### src/rtl/instr_fetch_decode.sv
// Instruction fetch and decode front end. It fetches one 16-bit word per
// request into IR and presents its fields until a downstream stage consumes it.
module instr_fetch_decode #(
  parameter logic [15:0] RESET_PC = 16'h0000,
  parameter logic [15:0] PC_STEP  = 16'h0001
) (
  input  logic        clk,
  input  logic        rst_n,
  output logic [15:0] imem_addr,
  output logic        imem_req,
  input  logic        imem_ready,
  input  logic [15:0] imem_rdata,
  input  logic        stall,
  input  logic        redirect,
  input  logic [15:0] redirect_pc,
  output logic        instr_valid,
  output logic [3:0]  opcode,
  output logic [3:0]  rd,
  output logic [3:0]  immHigh,
  output logic [3:0]  immLow,
  output logic [15:0] pc_out
);

  typedef enum logic [1:0] {
    IDLE  = 2'd0,
    FETCH = 2'd1,
    HOLD  = 2'd2
  } state_t;

  state_t      state;
  logic [15:0] pc;
  logic [15:0] ir;
  logic [15:0] ir_pc;
  logic        req_q;
  logic        valid_q;

  always_ff @(posedge clk or negedge rst_n) begin
    if (!rst_n) begin
      state   <= IDLE;
      pc      <= RESET_PC;
      ir      <= '0;
      ir_pc   <= '0;
      req_q   <= 1'b0;
      valid_q <= 1'b0;
    end else if (redirect) begin
      // Redirect wins over everything: any returning data is dropped, IR kept.
      state   <= FETCH;
      pc      <= redirect_pc;
      req_q   <= 1'b1;
      valid_q <= 1'b0;
    end else begin
      unique case (state)
        IDLE: begin
          state   <= FETCH;
          req_q   <= 1'b1;
          valid_q <= 1'b0;
        end
        FETCH: begin
          if (imem_ready) begin
            ir      <= imem_rdata;
            ir_pc   <= pc;
            pc      <= pc + PC_STEP;
            state   <= HOLD;
            req_q   <= 1'b0;
            valid_q <= 1'b1;
          end
        end
        HOLD: begin
          if (!stall) begin
            state   <= FETCH;
            req_q   <= 1'b1;
            valid_q <= 1'b0;
          end
        end
        default: begin
          state   <= IDLE;
          req_q   <= 1'b0;
          valid_q <= 1'b0;
        end
      endcase
    end
  end

  assign imem_addr   = pc;
  assign imem_req    = req_q;
  assign instr_valid = valid_q;
  assign opcode      = ir[15:12];
  assign rd          = ir[11:8];
  assign immHigh     = ir[7:4];
  assign immLow      = ir[3:0];
  assign pc_out      = ir_pc;

endmodule
### config.mk
export PLATFORM = sky130hd
export DESIGN_NAME = instr_fetch_decode
export DESIGN_NICKNAME = d
export VERILOG_FILES = /design/src/rtl/instr_fetch_decode.sv
export SDC_FILE = /design/constraint.sdc
export NUM_CORES = 1
export LEC_CHECK = 0
export CAP_MARGIN = 20
export CORE_AREA = 4 4 76 92
export CTS_CLUSTER_SIZE = 30
export DETAILED_ROUTE_END_ITERATION = 10
export DIE_AREA = 0 0 80 96
export PLACE_DENSITY = 0.69
export SLEW_MARGIN = 20
export SYNTH_ARGS = -nofsm -noshare
export SYNTH_HDL_FRONTEND = slang
export SYNTH_SLANG_ARGS = --single-unit
### constraint.sdc
create_clock -name clk -period 1.8 [get_ports clk]
set_input_delay 0.45 -clock clk [delete_from_list [all_inputs] [get_ports clk]]
set_output_delay 0.45 -clock clk [all_outputs]
set_load 0.02 [all_outputs]
==> results.md <==
* RSZ-0062 raised after global routing: no
* Pre-CTS setup slack at -0.2532 ns
* Final setup margin at around 0.061 ns
* Via count at 1737
* Yosys warnings at 0
* Ant diodes at 0
* Ratio of final minimum period to clock period at 96.61%
* Post-synth top area share at between 50% and 60%
* Pins Over Slew Limit at 0
* Iter 0 DRT Violations at slightly above 50
* RePlAce Congestion at about 0.74
* Layout net count at between 300 and 400
* Max Freq at about 580 MHz
* DRC at 0
* Setup Crit Path Kind: flop to output port
* CTS max path bufs at 2
* CTS Buf Count at 5
* CP Data Arrival Time at between 1 and 1.5 ns
* CTS root buffer: clkbuf_8
* Synth Register Bits at 51
* Post-synthesis sequential area ratio at between 50% and 60%
* Initial Util at around 37%
* Core area at 0.006051 mm^2
* CP Launch Type: flop
* Minimum clock period at roughly 1.7 ns
* Buf+Inv Stages, Crit Path at 1
* Row cnt at 31
* Post-CTS setup buffers at 0
* CP startpoint: imem_addr[11]$_DFFE_PN0P_
* Status: completed
* HP Class: input pin to asynchronous set/reset pin
* Max-cap violations at 0
* Initial antenna violation count at 0
* CTS clock-pin slew for the worst setup and hold paths at around 0.09 ns
* Final Instance Count excl. Fillers at 361
* Fin Setup TNS at 0 ns
* Grt ovf at 0
* Final instance area at between 0.003 and 0.004 mm^2
* Layout cells sized above 1 at between 8 and 9%
* Layout Skew at roughly 0.011 ns
* Vias in the first global route at approximately 1800
* Cells after Synth at between 150 and 200
* Syn Nets at ~220
* Crit path max-delay cell type: clkdlybuf4s50_1
* Number of instances in the placed design at 353
* Overall power at approximately 3.4 mW
* P&R area growth vs syn at 49.45%
* Most common cell after layout, fill and taps aside: clkdlybuf4s50_1
* Final hold vios at 0
* Asr flop ratio synth at 100.0%
* Leakage power at approximately 1.4 nW
* Kind of cell adding the most delay to the critical path: buffers and inverters
* Synthesized cell area at ~0.0023 mm^2
* Number of synthesized flops with an enable pin at 0
* Io pins at 87
* WL/cell at 14.42 um
* Via-to-Cell Ratio at about 4.8
* Hpwl dp at approximately 4000 um
* Slew @ Worst Pin at 0.4725 ns
* Largest net degree at the start of global routing at 33
* Final ANT Viol Nets at 0
* CTS tree: yes
* Clk sink count at 51
* Full die area at 0.007680 mm^2
* Crit path capture type: output port
* Crit path largest cell delay at 0.61 ns
* Final core occ at ~56%
* R2r startpoint: imem_addr[0]$_DFFE_PN0P_
* Hold Slack at ~0.095 ns
* Chip height at 96 um
* Most frequent cells in the layout: clkdlybuf4s50_1, dfrtp_1, mux2_1
* Area post-placement at about 0.0033 mm^2
* # H-tree levels at 2
* Drt total wl at around 5200 um
* Die width at approximately 80 um
* Final setup viols at 0
* CP required at 1.35 ns
* Max-slew headroom at approximately 68%
* Worst VDD drop at approximately 420 uV
* CP Cell Sequence: clkdlybuf4s50_1
* Total GRT Usage at between 10% and 20%
* PortBufs at 86
* 1st-pass router iterations at 3
* Post-synth top area cell: dfrtp_1
* Post-synthesis cell type count at 32
* Clk_lat worst skew at 0.30 ns
* Post-Syn Area per Cell at roughly 12 um^2
* Top_reg_cell synth: dfrtp_1
* Area contributors post-synth: dfrtp_1, mux2_1, nand2_1
* First-pass GRT wire length at between 8000 and 9000 um
* Crit path max fanout at 2
* Power density cells at roughly 1000 mW/mm^2
==> routing by layer <==
layer	GRT usage, %	routed length [um]
met1	17.53	2116
met4	4.225	72
met5	0	0
met2	25.41	2623
met3	4.775	394
==> cells in the mapped netlist, types with 2 or more instances <==
master    number
a21oi_1        2
a22oi_1        4
buf_4          3
clkbuf_1       3
dfrtp_1       51
inv_1          3
mux2_1        30
mux2_2         3
mux2i_1        4
nand2_1       21
nand3_1        5
nand3b_1       2
nand4_1        2
nor2_1         4
nor2b_1        3
nor3_1         7
o21ai_0        7
o21ai_1        6
xnor2_1        8
xor2_1         3
==> path summary, 6_finish.rpt <==
path                                                  end  slack [ns]  cells past startpoint
worst min-delay path                pc_out[1]$_DFFE_PN0P_         0.1                      1
worst max register to register  imem_addr[14]$_DFFE_PN0P_        0.19                      5
worst max-delay path                        imem_addr[11]        0.06                      1
min in group clk                       ir[11]$_DFFE_PN0P_        0.49                      1
max in group asynchronous          pc_out[15]$_DFFE_PN0P_        1.17                      2
worst min register to register         ir[11]$_DFFE_PN0P_        0.49                      1
==> report_power, final <==
group	internal [mW]	leakage [nW]	switching (mW)	total (mW)
Clock	0.351	0.0515	0.361	0.712
Combinational	0.625	0.748	0.575	1.20
Sequential	1.38	0.606	0.154	1.53
Total	2.35	1.41	1.09	3.44
==> cells by family after synthesis <==
kind of cell	share of synthesized area [%]
and+or+nand+nor	13.25
buffers and inverters	2.162
adders and majority gates	0.5542
AOI/OAI and AO/OA	4.989
xor gates and xnor gates	4.269
muxes	18.24
DFF	56.54
==> state kept, by name (all words and copies together) (netlist names) <==
| name | count |
|---|---|
| pc_out | 16 |
| state | 2 |
| imem_addr | 16 |
| instr_valid | 1 |
| ir | 16 |
==> cell type report <==
type / count / area, um^2
Clock buffer: 8 / 100.1
Fill cell: 561 / 2678
Inverter: 3 / 11.26
Multi-Input combinational cell: 122 / 937.1
Sequential cell: 51 / 1276
Tap cell: 82 / 102.6
Timing Repair Buffer: 95 / 945.9
==> what timing repair did <==
| item | CTS | global route |
|---|---|---|
| resized for setup | 14 | 1 |
| hold buffers | 0 | 0 |
| hold endpoints to repair | 0 | 0 |
| pin swaps | 0 | 0 |
| setup endpoints to repair | 14 | 1 |
Note: power is estimated with default switching activity, not from simulation.
